<file path="src/rtl/amstrad_audio_mixer_if.sv">
// Board-side bundle for the stereo mixer: sample strobe, channel samples, config port and mix results.
// master = board/PSG side driving samples and config; slave = the mixer.
interface amstrad_audio_mixer_if #(
    parameter int CHANNELS = 3,
    parameter int IN_W     = 8,
    parameter int OUT_W    = 8
);
    logic                     ce;
    logic [CHANNELS*IN_W-1:0] ch_in;
    logic                     mono;
    logic                     cfg_we;
    logic [3:0]               cfg_sel;
    logic [3:0]               cfg_data;
    logic [OUT_W-1:0]         audio_l;
    logic [OUT_W-1:0]         audio_r;
    logic                     valid;
    logic                     busy;
    logic                     overrun;

    modport master (
        output ce, ch_in, mono, cfg_we, cfg_sel, cfg_data,
        input  audio_l, audio_r, valid, busy, overrun
    );

    modport slave (
        input  ce, ch_in, mono, cfg_we, cfg_sel, cfg_data,
        output audio_l, audio_r, valid, busy, overrun
    );
endinterface

</file>
<file path="src/rtl/amstrad_audio_mixer.sv">
// Time-multiplexed N-channel stereo mixer with per-channel pan/attenuation, mono and saturation.
// ce in cycle 0 -> valid/outputs in cycle CHANNELS+1; ce while not idle is dropped and sets sticky overrun.
module amstrad_audio_mixer #(
    parameter int CHANNELS = 3,
    parameter int IN_W     = 8,
    parameter int OUT_W    = 8
) (
    input  logic                  clk,
    input  logic                  reset_n,
    amstrad_audio_mixer_if.slave  bus
);
    localparam int IDX_W = (CHANNELS > 1) ? $clog2(CHANNELS) : 1;
    localparam int ACC_W = IN_W + $clog2(CHANNELS) + 1;

    typedef enum logic [1:0] {S_IDLE, S_ACCUM, S_DONE} state_t;

    state_t             state_q, state_d;
    logic [IDX_W-1:0]   idx_q, idx_d;
    logic [ACC_W-1:0]   accl_q, accl_d, accr_q, accr_d;
    logic [OUT_W-1:0]   audl_q, audl_d, audr_q, audr_d;
    logic               overrun_q;
    logic [3:0]         cfg_q   [CHANNELS];
    logic [3:0]         shcfg_q [CHANNELS];
    logic [IN_W-1:0]    samp_q  [CHANNELS];
    logic               mono_q;
    logic               snap;

    logic [1:0]         pan_c;
    logic [1:0]         att_c;
    logic [2:0]         sh_c;
    logic [ACC_W-1:0]   contrib_c;

    // Power-on pan reproduces the classic CPC layout: A left, B centre, C right.
    function automatic logic [3:0] cfg_default(input int ch);
        if (ch == 0)      return 4'b0100;
        else if (ch == 2) return 4'b1000;
        else              return 4'b1100;
    endfunction

    // Saturate to IN_W bits, then align the MSBs of s to the OUT_W output.
    function automatic logic [OUT_W-1:0] sat_scale(input logic [ACC_W-1:0] acc);
        logic [IN_W-1:0]       s;
        logic [OUT_W+IN_W-1:0] w;
        s = (|acc[ACC_W-1:IN_W]) ? {IN_W{1'b1}} : acc[IN_W-1:0];
        w = {s, {OUT_W{1'b0}}};
        return w[OUT_W+IN_W-1 -: OUT_W];
    endfunction

    always_comb begin
        pan_c = shcfg_q[idx_q][3:2];
        att_c = shcfg_q[idx_q][1:0];
        if (mono_q && pan_c != 2'b00) begin
            pan_c = 2'b11;
        end
        sh_c      = ((pan_c == 2'b11) ? 3'd2 : 3'd1) + {1'b0, att_c};
        contrib_c = ACC_W'(samp_q[idx_q] >> sh_c);
    end

    always_comb begin
        state_d = state_q;
        idx_d   = idx_q;
        accl_d  = accl_q;
        accr_d  = accr_q;
        audl_d  = audl_q;
        audr_d  = audr_q;
        snap    = 1'b0;
        case (state_q)
            S_IDLE: begin
                if (bus.ce) begin
                    snap    = 1'b1;
                    accl_d  = '0;
                    accr_d  = '0;
                    idx_d   = '0;
                    state_d = S_ACCUM;
                end
            end
            S_ACCUM: begin
                // pan bit 0 feeds left, bit 1 feeds right; 11 feeds both
                if (pan_c[0]) accl_d = accl_q + contrib_c;
                if (pan_c[1]) accr_d = accr_q + contrib_c;
                if (idx_q == IDX_W'(CHANNELS - 1)) begin
                    audl_d  = sat_scale(accl_d);
                    audr_d  = sat_scale(accr_d);
                    state_d = S_DONE;
                end else begin
                    idx_d = idx_q + 1'b1;
                end
            end
            S_DONE:  state_d = S_IDLE;
            default: state_d = S_IDLE;
        endcase
    end

    always_ff @(posedge clk or negedge reset_n) begin
        if (!reset_n) begin
            state_q   <= S_IDLE;
            idx_q     <= '0;
            accl_q    <= '0;
            accr_q    <= '0;
            audl_q    <= '0;
            audr_q    <= '0;
            overrun_q <= 1'b0;
        end else begin
            state_q   <= state_d;
            idx_q     <= idx_d;
            accl_q    <= accl_d;
            accr_q    <= accr_d;
            audl_q    <= audl_d;
            audr_q    <= audr_d;
            overrun_q <= overrun_q | (bus.ce && state_q != S_IDLE);
        end
    end

    // Live config is written freely; the shadow copy taken at ce is what the sample in flight uses.
    always_ff @(posedge clk or negedge reset_n) begin
        if (!reset_n) begin
            mono_q <= 1'b0;
            for (int i = 0; i < CHANNELS; i++) begin
                cfg_q[i]   <= cfg_default(i);
                shcfg_q[i] <= '0;
                samp_q[i]  <= '0;
            end
        end else begin
            if (snap) begin
                mono_q <= bus.mono;
            end
            for (int i = 0; i < CHANNELS; i++) begin
                if (snap) begin
                    shcfg_q[i] <= cfg_q[i];
                    samp_q[i]  <= bus.ch_in[i*IN_W +: IN_W];
                end
                if (bus.cfg_we && bus.cfg_sel == 4'(i)) begin
                    cfg_q[i] <= bus.cfg_data;
                end
            end
        end
    end

    assign bus.audio_l = audl_q;
    assign bus.audio_r = audr_q;
    assign bus.valid   = (state_q == S_DONE);
    assign bus.busy    = (state_q == S_ACCUM);
    assign bus.overrun = overrun_q;
endmodule

</file>
<file path="src/flat_wrapper.sv">
// flat-port wrapper written by rule: the top's interface ports become plain ports
module amstrad_audio_mixer_flat 
#(
    parameter int CHANNELS = 3,
    parameter int IN_W     = 8,
    parameter int OUT_W    = 8
)
  (clk, reset_n, bus_ce, bus_ch_in, bus_mono, bus_cfg_we, bus_cfg_sel, bus_cfg_data, bus_audio_l, bus_audio_r, bus_valid, bus_busy, bus_overrun);
  amstrad_audio_mixer_if #(.CHANNELS(CHANNELS), .IN_W(IN_W), .OUT_W(OUT_W)) bus_i ();
  input  logic clk;
  input  logic reset_n;
  input wire logic [$bits(bus_i.ce)-1:0] bus_ce;
  input wire logic [$bits(bus_i.ch_in)-1:0] bus_ch_in;
  input wire logic [$bits(bus_i.mono)-1:0] bus_mono;
  input wire logic [$bits(bus_i.cfg_we)-1:0] bus_cfg_we;
  input wire logic [$bits(bus_i.cfg_sel)-1:0] bus_cfg_sel;
  input wire logic [$bits(bus_i.cfg_data)-1:0] bus_cfg_data;
  output wire logic [$bits(bus_i.audio_l)-1:0] bus_audio_l;
  output wire logic [$bits(bus_i.audio_r)-1:0] bus_audio_r;
  output wire logic [$bits(bus_i.valid)-1:0] bus_valid;
  output wire logic [$bits(bus_i.busy)-1:0] bus_busy;
  output wire logic [$bits(bus_i.overrun)-1:0] bus_overrun;
  assign bus_i.ce = bus_ce;
  assign bus_i.ch_in = bus_ch_in;
  assign bus_i.mono = bus_mono;
  assign bus_i.cfg_we = bus_cfg_we;
  assign bus_i.cfg_sel = bus_cfg_sel;
  assign bus_i.cfg_data = bus_cfg_data;
  assign bus_audio_l = bus_i.audio_l;
  assign bus_audio_r = bus_i.audio_r;
  assign bus_valid = bus_i.valid;
  assign bus_busy = bus_i.busy;
  assign bus_overrun = bus_i.overrun;
  amstrad_audio_mixer #(.CHANNELS(CHANNELS), .IN_W(IN_W), .OUT_W(OUT_W)) u_core (.clk(clk), .reset_n(reset_n), .bus(bus_i));
endmodule
</file>
<file path="config.mk">
export PLATFORM = sky130hd
export DESIGN_NAME = amstrad_audio_mixer_flat
export DESIGN_NICKNAME = d
export VERILOG_FILES = /design/src/rtl/amstrad_audio_mixer_if.sv /design/src/rtl/amstrad_audio_mixer.sv /design/src/flat_wrapper.sv
export SDC_FILE = /design/constraint.sdc
export NUM_CORES = 1
export LEC_CHECK = 0
export ABC_AREA = 1
export CAP_MARGIN = 20
export CORE_AREA = 2 2 96 98
export CTS_CLUSTER_DIAMETER = 100
export DETAILED_ROUTE_END_ITERATION = 6
export DIE_AREA = 0 0 98 100
export GPL_TIMING_DRIVEN = 0
export PLACE_DENSITY = 0.85
export SYNTH_ARGS = -nofsm -noshare
export SYNTH_HDL_FRONTEND = slang
export SYNTH_SLANG_ARGS = --single-unit
</file>
<file path="constraint.sdc">
create_clock -name clk -period 6.04 [get_ports clk]
set_clock_uncertainty 0.15 [all_clocks]
set_input_delay 1.208 -clock clk [delete_from_list [all_inputs] [get_ports clk]]
set_output_delay 1.208 -clock clk [all_outputs]
set_load 0.02 [all_outputs]
</file>
## Word level (Yosys, flattened, before mapping)

Cells that the tools add are included.

- Register bits: 92
- Input port bits: 37
- Output and inout port bits: 19
- Logic and storage cells: 75

- Add/sub/neg operators: 4
- Magnitude comparators: 1
- Equality and inequality tests: 9
- Shift operators: 1
- Multiplexer cells: 25
- Bitwise operators: 2
- Reductions and logical operators: 16

Operator list:

| cell | number |
|---|---|
| 11-bit two-way mux | 5 |
| 11-bit case mux with 2 select lines | 2 |
| 8-bit two-way mux | 4 |
| 11-bit adder | 2 |
| 8-bit binary-select mux with 2-bit select | 1 |
| 2-bit two-way mux | 6 |
| 8-bit by 3-bit >> shifter with 11-bit output | 1 |
| 4-bit binary-select mux with 2-bit select | 1 |
| 4-bit two-way mux | 2 |
| 2-bit case mux with 2 select lines | 2 |
| 2-bit == test (second input constant) | 3 |
| 2-bit AND reduction | 3 |
| 2-bit nonzero test | 3 |
| 3-bit OR reduction | 2 |
| 1-bit logical AND | 5 |
| 4-bit by 1-bit == test with 1-bit output (second input constant) | 1 |
| 4-bit by 2-bit == test with 1-bit output (second input constant) | 1 |
| 4-bit logical NOT | 1 |
| 2-bit inequality test (second input constant) | 2 |
| 3-bit by 2-bit adder with 3-bit output | 1 |
| 3-bit >= comparator (second input constant) | 1 |
| 2-bit NOT with 3-bit output | 1 |
| 3-bit AND reduction | 1 |
| 2-bit by 1-bit adder with 2-bit output (second input constant) | 1 |
| 5 further kinds | 6 |

## Logic depth before layout (Yosys ltp)

Gate-level depths: netlist of run 1.

- Depth in word-level cells: 16
- Mapped depth: 31
- Mapped depth without buffers: 30

## Least setup slack after synthesis of run 1

No wires, ideal clock.

- Kind: flip-flop to flip-flop
- Start point: register u_core.idx_q[0]
- End point: register u_core.audl_q[7], in the netlist u_core.bus.audio_l[7]
- Setup time: 0.117 ns
- Arrival time: 3.782 ns
- Required time: 5.773 ns
- Slack: 1.991 ns
- Stages on the path, launching flop included: 27
- Buffers on the path: 2
- Period minus slack after synthesis: 4.049 ns
- Path through: dfrtp_1 -> inv_2 -> nand2_4 -> nor2_1 -> inv_1 -> nand2_1 -> a21oi_1 -> buf_2 -> nor2_1 -> xnor2_1 -> ha_1 -> clkbuf_1 -> clkinv_1 -> nand3_1 -> nand3_1 -> nand2_1 -> ha_1 -> fa_1 -> nand3_1 -> nand2_1 -> nand3_1 -> nand2_1 -> nand3_1 -> xor2_1 -> nand3_1 -> nand2_1 -> nand2_1

- Longest elaborated chain between the ends: 16
- Elaborated cells on any way between the ends: 21
- Classes of those cells: 2 x add/sub; 2 x eq/ne; 1 x shift; 11 x mux; 1 x bitwise; 4 x reduce/logical

RTL lines:

| what | line | text |
|---|---|---|
| start: declaration | amstrad_audio_mixer.sv:18 | `logic [IDX_W-1:0] idx_q, idx_d;` |
| start signal: assignment | amstrad_audio_mixer.sv:105 | `idx_q <= idx_d;` |
| 2-bit NOT with 3-bit output (implied by the code) | amstrad_audio_mixer.sv:50, amstrad_audio_mixer.sv:51, amstrad_audio_mixer.sv:56 |  |
| 4-bit binary-select mux with 2-bit select | amstrad_audio_mixer.sv:50, amstrad_audio_mixer.sv:51 |  |
| 4-bit two-way mux (implied by the code) (2 in series) | amstrad_audio_mixer.sv:50 | `pan_c = shcfg_q[idx_q][3:2];` |
| 2-bit nonzero test | amstrad_audio_mixer.sv:52 | `if (mono_q && pan_c != 2'b00) begin` |
| 1-bit logical AND | amstrad_audio_mixer.sv:52 |  |
| 2-bit two-way mux | amstrad_audio_mixer.sv:52 |  |
| 2-bit == test | amstrad_audio_mixer.sv:55 | `sh_c = ((pan_c == 2'b11) ? 3'd2 : 3'd1) + {1'b0, att_c};` |
| 2-bit two-way mux | amstrad_audio_mixer.sv:55 |  |
| 3-bit by 2-bit adder with 3-bit output | amstrad_audio_mixer.sv:55 |  |
| 8-bit by 3-bit >> shifter with 11-bit output | amstrad_audio_mixer.sv:56 | `contrib_c = ACC_W'(samp_q[idx_q] >> sh_c);` |
| 11-bit adder | amstrad_audio_mixer.sv:79 | `if (pan_c[0]) accl_d = accl_q + contrib_c;` |
| 11-bit two-way mux | amstrad_audio_mixer.sv:79 |  |
| 11-bit two-way mux | amstrad_audio_mixer.sv:67 | `case (state_q)` |
| 3-bit OR reduction | amstrad_audio_mixer.sv:44 | `s = (\|acc[ACC_W-1:IN_W]) ? {IN_W{1'b1}} : acc[IN_W-1:0];` |
| 8-bit two-way mux | amstrad_audio_mixer.sv:44 |  |
| end signal: assignment | amstrad_audio_mixer.sv:108 | `audl_q <= audl_d;` |
| end: declaration | amstrad_audio_mixer.sv:20 | `logic [OUT_W-1:0] audl_q, audl_d, audr_q, audr_d;` |

Several ways; a longest one is shown, not always the timed one. The select of a mux whose other input is x is not followed.
A chain may end at the register's enable or synchronous reset.

## Final worst setup path of run 1

- Start point: register u_core.idx_q[0]
- End point: register u_core.audl_q[4], in the netlist u_core.bus.audio_l[4]

Same word-level chain as after synthesis.

==> results.md, run 1 <==
* Status: finished with violations
* Failing checks: DRC
* Routed vias at 4,909
* Share of post-route cells with drive strength above 1 at approximately 8.0%
* Cell Area, Synth at 5310 um2
* Place WS at between 1000 and 1500 ps
* Die Width at 98 um
* Starting Density at 59.73%
* Core Box Area at 8890 um2
* Slew Limit Headroom at 60.59%
* RSZ-0062 raised after global routing: no
* Fin nets at 840
* #FFs+latches synth at 92
* CTS tree: built
* Final period util at 83.08%
* Worst Setup Start Kind: register
* Max Cap Viol at 0
* Least-Margin Pin Slew at a little under 600 ps
* Via/cell ratio at 5.461
* CTS resizes at 0
* Largest stage delay, worst path at between 500 and 600 ps
* GPL Wtd Cong at 0.8779
* Fill cell count at between 700 and 800
* First-pass GRT wire length at 22,190 um
* Clock root buffer: clkbuf_8
* GRT overflow at 0
* Crit Path Max Fanout at 10
* Synth cell types at 41
* DIE AREA at 9800 um2
* GRT met1 Usage at 33.59%
* Io pins at 56
* Clock Tree Buf Depth at 2
* Ys async rst share at 100.0%
* Clock Latency Late Sink at ~370 ps
* Vias in the first global route at 4,906
* Seq/Total Area, Yosys at between 40 and 50%
* Busiest grt layer: met2
* Post-synth EDFFs at 0
* Post-CTS Setup Inserts at 0
* M3 GR Usage at 4.596%
* F_max at 199.3 MHz
* TritonCTS Buffers at 9
* CP most frequent cell: nand3_1
* Mapped Nets at 773
* Setup violators final at 0
* Max-slew violations at 0
* Post-route minimum period at 5018 ps
* Core Util, Final at 70.40%
* Hold buffers post-CTS at 0
* Syn Area/Cell at 7.416 um2
* Post-Syn Instances at 716
* Global-route usage over all layers at 28.03%
* Prevailing post-synth register cell: dfrtp_1
* WP data required at 6150 ps
* Fin worst setup slack at 1022 ps
* DR pass1 iterations at 7
* DRC viols at 7
* N_diodes at 0
* Arr. time, crit path at 5130 ps
* Wire length per cell at 14.42 um
* Die Y at approximately 100 um
* Hpwl dp at 9914 um
* Detail Route Antenna Nets at 0
* Hold Crit Class: register to register
* Worst Setup End Kind: register
* Clk sinks at between 90 and 100
* Crit path kind: register to register
* Setup_tns at 0 ps
* Starting DRT DRC Count at 222
* Clock slew at reported path FFs at 100 ps
* Detailed Route WL at 12,960 um
* Crit path buf inv count at 6
* Pin count of the biggest net entering global routing at between 50 and 60
* Yosys Warn Count at 0
* Port buffer count at 55
* Initial antenna violation count at 0
* Placement Rows at 35
* CTS HTree Levels at 3
* Final hold viol count at 0
* Met2 usage at 49.84%
* CP max-delay cell: xor2_1
* Area Growth Syn to Fin at 17.86%
* Critical path's top delay family: simple AND/OR/NAND/NOR gates
==> final cells by class <==
| type | count | area [um2] | share of cell area, % |
|---|---|---|---|
| multi-input combinational | 533 | 2646 | 42.28 |
| sequential | 92 | 2307 | 36.87 |
| timing repair buffer | 56 | 575.6 | 9.196 |
| inverter | 73 | 276.5 | 4.418 |
| clock buffer | 11 | 151.4 | 2.419 |
| tap | 111 | 138.9 | 2.219 |
| clock inverter | 5 | 82.58 | 1.319 |
| buffer | 18 | 80.08 | 1.279 |
==> layer usage <==
layer / part of all wire, % / wire, um / vias to the layer above
met1: 42 / 5490 / 2268
met3: 4.5 / 585 / 38
met5: 0 / 0 / -
li1: - / - / 2420
met2: 49 / 6403 / 183
met4: 3.7 / 483 / 0
==> Yosys cell counts, drive strengths merged, types with 4 or more instances <==
cell type | count | area (um2)
ha | 18 | 225.2
nand3 | 66 | 335.3
nor2 | 47 | 191.4
dfrtp | 88 | 2202
or2 | 19 | 118.9
clkbuf | 15 | 56.30
o22ai | 4 | 25.02
inv | 71 | 269.0
xnor2 | 6 | 52.55
o21ai | 49 | 245.2
nand2 | 275 | 1055
a21oi | 14 | 81.33
xor2 | 5 | 51.30
a22o | 7 | 61.31
dfstp | 4 | 105.1
==> placed cells by master, fill, tap and decap left out, types with 7 or more instances in the layout <==
cell type,synthesis,routed
nand3_1,65,65
o21ai_0,49,49
or2_2,19,19
a21oi_1,13,13
nor2_1,43,43
clkbuf_8,0,11
clkdlybuf4s50_1,0,54
nand2_1,268,268
dfrtp_1,88,88
inv_1,67,67
clkbuf_1,15,15
ha_1,18,18
a22o_1,7,7
==> sequential cells by signal, summed over array words and instances, names as in the netlist <==
signal / count
u_core.bus.audio_l: 8
u_core.shcfg_q: 12
u_core.cfg_q: 12
u_core.bus.audio_r: 8
u_core.bus.overrun: 1
u_core.accl_q: 11
u_core.mono_q: 1
u_core.accr_q: 11
u_core.idx_q: 2
u_core.state_q: 2
u_core.samp_q: 24
==> worst min-delay path, delay by kind of cell (launching register included) <==
family,cells,cell delay [ps]
flops,1,360
simple gates,2,100
==> kinds of logic after synthesis <==
group,count (synthesis),synth area share [%]
AO/OA/AOI/OAI,89,10.13
buffers and inverters,91,6.715
adder cells (fa/ha/maj),20,4.995
flip-flops,92,43.45
AND/OR/NAND/NOR,413,32.75
XOR/XNOR,11,1.956
==> per-stage QoR <==
| stage | hold WS [ps] | cells | area, um2 |
|---|---|---|---|
| 6_report | 333.8 | 899 | 6259 |
| 5_1_grt | 342.7 | 899 | 6259 |
| 4_1_cts | 325.0 | 899 | 6259 |
| 3_5_place_dp | 302.3 | 883 | 6025 |
| 3_3_place_gp | 307.0 | 882 | 6000 |
| 2_1_floorplan | 290.8 | 716 | 5310 |
==> final timing paths <==
kind                                       from                     to  slack (ps)  cells after the start
worst max-delay path            u_core.idx_q[0]  u_core.bus.audio_l[4]        1020                     26
worst max register to register  u_core.idx_q[0]  u_core.bus.audio_l[4]        1020                     26
max in group asynchronous               reset_n       u_core.accl_q[4]        4420                      2
worst min-delay path            u_core.cfg_q[4]      u_core.shcfg_q[4]         330                      2
min in group asynchronous               reset_n       u_core.accr_q[7]         670                      1
worst min register to register  u_core.cfg_q[4]      u_core.shcfg_q[4]         330                      2
Power of run 1 is left out: the tool's default activity adds up to more than one toggle a clock period on the data nets, which glitch-free logic cannot reach.
==> run 2: changes to the inputs <==
--- a/config.mk
+++ b/config.mk
@@ -7,12 +7,12 @@
 export LEC_CHECK = 0
 export ABC_AREA = 1
 export CAP_MARGIN = 20
-export CORE_AREA = 2 2 96 98
+export CORE_AREA = 2 2 105 107
 export CTS_CLUSTER_DIAMETER = 100
 export DETAILED_ROUTE_END_ITERATION = 6
-export DIE_AREA = 0 0 98 100
+export DIE_AREA = 0 0 107 109
 export GPL_TIMING_DRIVEN = 0
-export PLACE_DENSITY = 0.85
+export PLACE_DENSITY = 0.75
 export SYNTH_ARGS = -nofsm -noshare
 export SYNTH_HDL_FRONTEND = slang
 export SYNTH_SLANG_ARGS = --single-unit
==> constraint.sdc (replaced) <==
create_clock -name clk -period 4.59 [get_ports clk]
set_clock_uncertainty 0.15 [all_clocks]
set_input_delay 0.918 -clock clk [delete_from_list [all_inputs] [get_ports clk]]
set_output_delay 0.918 -clock clk [all_outputs]
set_load 0.02 [all_outputs]
==> run 2 against run 1 <==
Against the previous run:
- critical path type unchanged
- design area up 3.1%
- highest routed layer unchanged
- sequential cell count unchanged
- the flow now finishes without violations
- critical path depth up 2
==> results.md, run 2 (same netlist as run 1, synthesis figures left out) <==
* Crit path buf inv count at 6
* RSZ-0062 raised after global routing: no
* Area Growth Syn to Fin at 21.49%
* Final period util at 93.91%
* Max-slew violations at 0
* Clk sinks at 92
* DIE AREA at 11,660 um2
* Worst setup startpoint: u_core.idx_q[0]
* TritonCTS Buffers at 9
* Hold endpoint: u_core.shcfg_q[5]
* Hold Crit Class: register to register
* Worst Reg-to-Reg Cells at 28
* Die Y at 109 um
* Hold Path Stages at 2
* Hold slack at 331.8 ps
* First-pass GRT wire length at 21,340 um
* CP max-delay cell: dfrtp_2
* Clock root buffer: clkbuf_8
* CTS HTree Levels at 3
* Clock Tree Buf Depth at 2
* Post-route minimum period at ~4300 ps
* Status: completed
* Fill cell count at 944
* Multi-input logic area at 2755 um2
* Biggest register: u_core.samp_q
* Final hold viol count at 0
* Share of post-route cells with drive strength above 1 at 9.584%
* Hold path startpoint: u_core.shcfg_q[5]
* Clock slew at reported path FFs at 90 ps
* DR pass1 iterations at 5
* CP most frequent cell: nand3_1
* Worst Setup Start Kind: register
* Global-route usage over all layers at between 20% and 30%
* Starting DRT DRC Count at approximately 300
* Most frequent cells in the layout: nand2_1 (267), dfrtp_1 (87), inv_1 (67)
* Via/cell ratio at 5.278
* Setup violators final at 0
* Wire length per cell at 14.08 um
* Crit Path Max Fanout at 10
* Largest stage delay, worst path at 460 ps
* Vias in the first global route at 4,799
* Core Box Area at between 10,000 and 15,000 um2
* Largest register FFs at 24
* Detail Route Antenna Nets at 0
* Starting Density at roughly half
* Die Width at roughly 110 um
* WP data required at about 4700 ps
* CTS tree: built
* Most common cell after layout, fill and taps aside: nand2_1
* Pin count of the biggest net entering global routing at 53
* Arr. time, crit path at 4440 ps
* Io pins at 56
* Max Cap Viol at 0
* Hold buffers post-CTS at 0
* Largest regs: u_core.samp_q (24), u_core.cfg_q (12), u_core.shcfg_q (12)
* Worst r2r src: u_core.idx_q[0]
* Clock Latency Late Sink at 380 ps
* Port buffer count at 55
* R2r endpoint: u_core.bus.audio_r[3]
* Critical path's top delay family: simple AND/OR/NAND/NOR gates
* Hpwl dp at approximately 9400 um
* Routed vias at 4,924
* Least-Margin Pin Slew at 657.4 ps
* DRC viols at 0
* Worst Setup End Kind: register
* Placement Rows at 38
* Detailed Route WL at between 10,000 and 15,000 um
* Crit path kind: register to register
* Initial antenna violation count at 0
* FF/Latch Area at around 2300 um2
* N_diodes at 0
* GPL Wtd Cong at 0.9511
* GRT overflow at 0
* F_max at 232.0 MHz
* Fin nets at 845
* Slew Limit Headroom at 56.17%
* R2R setup slack at 280 ps
run 2: cell types whose count changed in the layout (fill, tap and decap cells not counted), sizes merged:
| cell | previous run | this run |
|---|---|---|
| xor2 | 5 | 6 |
| clkinv | 4 | 2 |
| buf | 5 | 9 |
| clkbuf | 26 | 28 |
run 2: per-stage QoR:
stage               setup slack [ps]  instances  setup TNS, ps  instance area, um2  util, %
floorplan                      541.2        716              0                5310        -
global placement              -854.9        911         -78320                6036    56.93
detailed placement            -435.7        912          -4736                6061    57.16
CTS                            19.62        927              0                6311    59.52
global route                   14.51        933              0                6451    60.84
finish                         279.5        933              0                6451    60.84
run 2: repair_timing:
item                                    CTS  global route
resized for setup                         5            13
cloned                                    0             1
endpoints found under the setup margin   18            20
buffers inserted                          0             5
pin swaps                                 0             6
run 2: worst max-delay path by stage:
stage,slack (ps),cells past startpoint,to
final,280,28,u_core.bus.audio_r[3]
after global routing,10,28,u_core.bus.audio_r[1]
after CTS,20,25,u_core.bus.audio_l[7]
after detailed placement,-440,26,u_core.bus.audio_l[7]
after global placement,-850,1,u_core.samp_q[1]
after floorplan,540,26,u_core.bus.audio_l[7]
run 2: final cells by class:
class | count | share of cell area, %
Tap cell | 140 | 2.715
Timing Repair Buffer | 61 | 9.891
Clock buffer | 13 | 2.308
Clock inverter | 3 | 1.067
Sequential cell | 92 | 35.78
Inverter | 73 | 4.306
Buffer | 17 | 1.222
Multi-Input combinational cell | 534 | 42.71
run 2: worst reg2reg max path, delay by kind of cell, from the launching register on:
kind                     cells  cell delay (ps)
AND/OR/NAND/NOR             17             1910
flip-flops                   1              460
AO/OA/AOI/OAI                1              100
XOR/XNOR                     1              140
buffers and inverters        6              630
adder cells (fa/ha/maj)      3              860
run 2: routing by layer:
layer	track usage (%)	up-vias	share of wire, %	wire, um
li1	-	2427	-	-
met1	27.91	2331	43	5607
met2	40.95	139	50	6621
met3	3.467	27	4.0	519
met4	9.833	0	2.9	383
met5	0	-	0	0
Power of run 2 is left out for the same reason.
==> variant 1 (settings of run 2) <==
Reset style: synchronous (`reset_n`), changed in 2 clocked blocks.
--- a/src/rtl/amstrad_audio_mixer.sv
+++ b/src/rtl/amstrad_audio_mixer.sv
@@ -93,3 +93,3 @@
 
-    always_ff @(posedge clk or negedge reset_n) begin
+    always_ff @(posedge clk) begin
         if (!reset_n) begin
@@ -114,3 +114,3 @@
     // Live config is written freely; the shadow copy taken at ce is what the sample in flight uses.
-    always_ff @(posedge clk or negedge reset_n) begin
+    always_ff @(posedge clk) begin
         if (!reset_n) begin
Function: differs if reset_n is asserted again (counterexample within 4 cycles, from zero or initial values and one cycle with reset_n low); with reset_n held inactive, the same outputs for 4 cycles.
==> variant 1 against run 2 <==
Maximum frequency rose by 2.9%; wire length fell by 7.4%; critical endpoint is now u_core.bus.audio_l[0]; sequential cell count rose by 2; final area fell by 2.7%; global-route usage fell by 0.78 points; highest routed layer unchanged; count of clock-buffer cells in the layout fell by 3; largest cell class unchanged; non-clock buffer count rose by 2; worst setup slack improved by 120 ps; area after synthesis rose by 0.16%; cell count rose by 0.43%.
Power is left out: it rests on default switching activity, and per cell area and clock period it moved more than threefold.
==> variant 1: results (changes against run 2) <==
| Metric | Value |
|---|---|
| Status | finished, final reports clean |
| Post-synth EDFFs | 48 (+48) |
| Mapped Avg Cell Area | 7.357 um^2 (-0.80%) |
| Cell variety after synth | 34 (-17%) |
| CP max FO | 10 (unchanged) |
| Layout cell share with drive strength beyond 1 | 0.05395 (-0.04189) |
| Syn Nets | 780 (+0.91%) |
| Global Route Usage Sum | 0.2224 (-0.007815) |
| Fin nets | 849 (+0.47%) |
| Most used DFF post-synth | edfxtp_1 |
| Total grt overflow | 0 (unchanged) |
| Antenna violations before repair | 0 (unchanged) |
| First-pass GRT wire length | 20.63 mm (-3.3%) |
| IO buf count | 54 (-1.8%) |
| Clock Latency Late Sink | 370 ps |
| Routed WL | 12.16 mm (-7.4%) |
| Syn. warnings | 0 (unchanged) |
| DRC Markers | 0 (unchanged) |
| Ranking of synthesized cells by area | edfxtp_1, dfxtp_1, nand2_1, inv_1, nor2_1 |
| Antenna cell count | 0 (unchanged) |
| Hold Path Class | flop to flop |
| Largest net degree at the start of global routing | 21 (-60%) |
| Htree depth | 3 (unchanged) |
| Post-synth top cells | nand2_1, inv_1, nor2_1 |
| Placer Congestion | 0.8636 (-9.2%) |
| Clk buf depth | 2 (unchanged) |
| Top Registers | u_core.samp_q x24, u_core.cfg_q x12, u_core.shcfg_q x12 |
| Post-synthesis sequential area ratio | 0.4441 (+0.009635) |
| Vias in the first global route | 4743 (-1.2%) |
| Area after DPL | 6062 um^2 (about the same) |
| Asr flop ratio synth | 0 (-1.000) |
| Non-Filler Instances | 937 (+0.43%) |
| Clk slew on worst S/H paths | 90 ps (about the same) |
| Placed cell count | 918 (+0.66%) |
| Setup WS pre-CTS | 58.37 ps (+494.1 ps) |
| Initial DRC Count | 293 (-3.0%) |
| TritonCTS buffer count | 9 (unchanged) |
| Via density | 5.132 (-2.8%) |
| Slew at the pin closest to its max-slew limit | 798.9 ps (+141.5 ps) |
| DP Wirelength | 9.271 mm (-1.2%) |
| DR pass1 iterations | 5 (unchanged) |
| Root buf cell | clkbuf_8 |
## variant 1: worst max-delay path: stages, from the launching register on
cell and delay (ps):
dfxtp_1 360, inv_1 90, buf_2 240, nor2_1 70, o21ai_0 330, xnor2_1 140
ha_1 430, inv_2 180, nand3_1 130, nand3_1 100, nand2_1 100, ha_1 260
fa_1 400, nand2_1 80, inv_1 60, nand2_1 50, nand2_1 120, nand2_1 90
nand2_1 80, nand2_2 100, o21bai_1 80, nand2_1 220, nand3_1 130, nand2_1 80
inv_1 40
## variant 1: cell families (layout without fill, tap and decap cells)
family / count (synthesis) / in the layout / synth area share
compound gates: 89 / 89 / 0.09151
fa+ha+maj: 20 / 20 / 0.04987
buf+inv: 130 / 204 / 0.09692
flops: 94 / 94 / 0.4441
simple gates: 383 / 383 / 0.3060
xor+xnor: 7 / 7 / 0.01153
## variant 1: repair_timing
action / in CTS / in global routing
endpoints found under the setup margin: 0 / 25
gates resized for setup: 0 / 1
setup buffers: 0 / 4
## variant 1: layer usage
layer	up-vias	part of all wire	global-route usage
li1	2450	-	-
met1	2204	0.44	0.2727
met3	19	0.052	0.03467
met2	136	0.50	0.3976
met5	-	0	0
met4	0	0.017	0.07978
## variant 1: area by class of cell
cell class | instances | area [um^2]
fillers | 1005 | 4325
well taps | 140 | 175.2
repair buffers | 59 | 598.1
plain buffers | 21 | 103.9
multi-input cells | 499 | 2441
inverters | 108 | 407.9
clock buffers | 10 | 127.6
clock inverters | 6 | 61.31
flip-flops and latches | 94 | 2362
## variant 1: final timing paths
check | start | end | slack, ps | cells after the start
hold reg to reg | u_core.bus.overrun | u_core.bus.overrun | 310 | 2
setup / recovery | flop | u_core.bus.audio_l[0] | 400 | 24
hold / removal | u_core.bus.overrun | u_core.bus.overrun | 310 | 2
setup reg to reg | flop | u_core.bus.audio_l[0] | 400 | 24
==> variant 2 (settings of run 2) <==
Without the edit above. `OUT_W` is set to 8 in 3 places; all go to 6.
--- a/src/rtl/amstrad_audio_mixer_if.sv
+++ b/src/rtl/amstrad_audio_mixer_if.sv
@@ -5,3 +5,3 @@
     parameter int IN_W     = 8,
-    parameter int OUT_W    = 8
+    parameter int OUT_W    = 6
 );
--- a/src/rtl/amstrad_audio_mixer.sv
+++ b/src/rtl/amstrad_audio_mixer.sv
@@ -5,3 +5,3 @@
     parameter int IN_W     = 8,
-    parameter int OUT_W    = 8
+    parameter int OUT_W    = 6
 ) (
--- a/src/flat_wrapper.sv
+++ b/src/flat_wrapper.sv
@@ -5,3 +5,3 @@
     parameter int IN_W     = 8,
-    parameter int OUT_W    = 8
+    parameter int OUT_W    = 6
 )
Interface: changed (resized bus_audio_l and bus_audio_r); port bits go from 56 to 52. The function was not compared with the original's and may differ.
==> variant 2 against run 2 <==
Sequential cell count is 4 lower; worst setup slack lost 30 ps; wire length down 7.7%; hold slack got worse by 26 ps; first-iteration DRC count shrank 9.6%; sequential share of layout area increased by 0.28 points; maximum frequency is 0.70% lower; critical endpoint is now u_core.bus.audio_l[2]; area after synthesis decreased by 2.8%; die area is the same; cell count down 3.4%; final area is 5.1% lower.
Power is left out: the tool's default activity adds up to more than one toggle a clock period on the data nets, which glitch-free logic cannot reach.
==> variant 2: results (changes against run 2) <==
| Metric | Value |
|---|---|
| RR Endpoint | u_core.bus.audio_l[2] |
| Synth top area share | 0.4072 (-0.007529) |
| Worst-case reg-to-reg path depth | 23 (-18%) |
| Slew at the pin closest to its max-slew limit | 637.3 ps (-20.04 ps) |
| DP Wirelength | 9.058 mm (-3.4%) |
| Drt wl/cell | 13.45 um (-4.4%) |
| Layout cell share with drive strength beyond 1 | 0.09330 (-0.002540) |
| Ranking of synthesized cells by area | dfrtp_1, nand2_1, nand3_1, inv_1, ha_1 |
| Via density | 5.219 (-1.1%) |
| Placer Congestion | 0.8874 (-6.7%) |
| DR pass1 iterations | 5 (unchanged) |
| Crit-path slowest cell | nor3_1 |
| Resize count post-CTS | 0 (-5) |
| Cells after synthesis | 693 (-3.2%) |
| IO buf count | 51 (-7.3%) |
| Post-synth top cells | nand2_1, dfrtp_1, inv_1 |
| First-pass GRT wire length | 20.78 mm (-2.7%) |
| Placed cell count | 885 (-3.0%) |
| Global Route Usage Sum | 0.2242 (-0.006025) |
| Post-synthesis sequential area ratio | 0.4275 (-0.006963) |
| Area after DPL | 5873 um^2 (-3.1%) |
| Slowest stage delay, CP | 510 ps (+50 ps) |
| Cell variety after synth | 42 (+2.4%) |
| Fin nets | 813 (-3.8%) |
| CP max FO | 9 (-1) |
| Initial DRC Count | 273 (-9.6%) |
| Syn Nets | 750 (-3.0%) |
| Antenna cell count | 0 (unchanged) |
| Vias in the first global route | 4616 (-3.8%) |
| Hold Path Class | primary input to async pin |
| Non-Filler Instances | 901 (-3.4%) |
| Status | finished, final reports clean |
-- variant 2: through the flow --
stage                     hold WS [ps]  setup WS, ps
after global routing             319.1        -4.023
after floorplan                  290.7         812.8
after global placement           307.1        -683.7
after CTS                        303.3         194.0
final                            305.9         249.1
after detailed placement         301.8         239.2
-- variant 2: cell type report --
type / instances / area (um^2)
fill: 998 / 4479
inverter: 75 / 287.8
clock buffer: 12 / 155.1
tap: 140 / 175.2
clock inverter: 4 / 76.32
buffer: 17 / 83.83
sequential: 88 / 2208
multi-input combinational: 513 / 2601
timing repair buffer: 52 / 535.5
-- variant 2: cell families (layout without fill, tap and decap cells) --
logic type | after synthesis | count (layout) | synth area share
xor gates and xnor gates | 11 | 11 | 0.02012
and+or+nand+nor | 394 | 394 | 0.3243
buffers and inverters | 92 | 160 | 0.07125
DFF | 88 | 88 | 0.4275
AOI/OAI and AO/OA | 88 | 88 | 0.1054
adders and majority gates | 20 | 20 | 0.05138
-- variant 2: worst min-delay path by stage --
stage	startpoint	endpoint	slack (ps)	cells after the start
detailed placement	u_core.cfg_q[5]	u_core.shcfg_q[5]	300	2
floorplan	u_core.samp_q[18]	u_core.samp_q[18]	290	2
global placement	u_core.cfg_q[11]	u_core.shcfg_q[11]	310	2
global route	reset_n	u_core.samp_q[14]	320	1
CTS	reset_n	u_core.samp_q[22]	300	1
finish	reset_n	u_core.samp_q[11]	310	1
-- variant 2: worst max-delay path, delay by kind of cell (launching register included) --
| kind | cells | cell delay, ps |
|---|---|---|
| AND/OR/NAND/NOR | 12 | 1870 |
| flip-flops | 1 | 460 |
| adder cells (fa/ha/maj) | 2 | 580 |
| AO/OA/AOI/OAI | 2 | 390 |
| buffers and inverters | 6 | 500 |
| XOR/XNOR | 1 | 290 |
-- variant 2: layer usage --
metal	part of all wire	track usage	up-vias
met5	0	0	-
met4	0.017	0.06957	0
met3	0.042	0.04065	18
met2	0.49	0.3917	123
met1	0.45	0.2844	2220
li1	-	-	2341
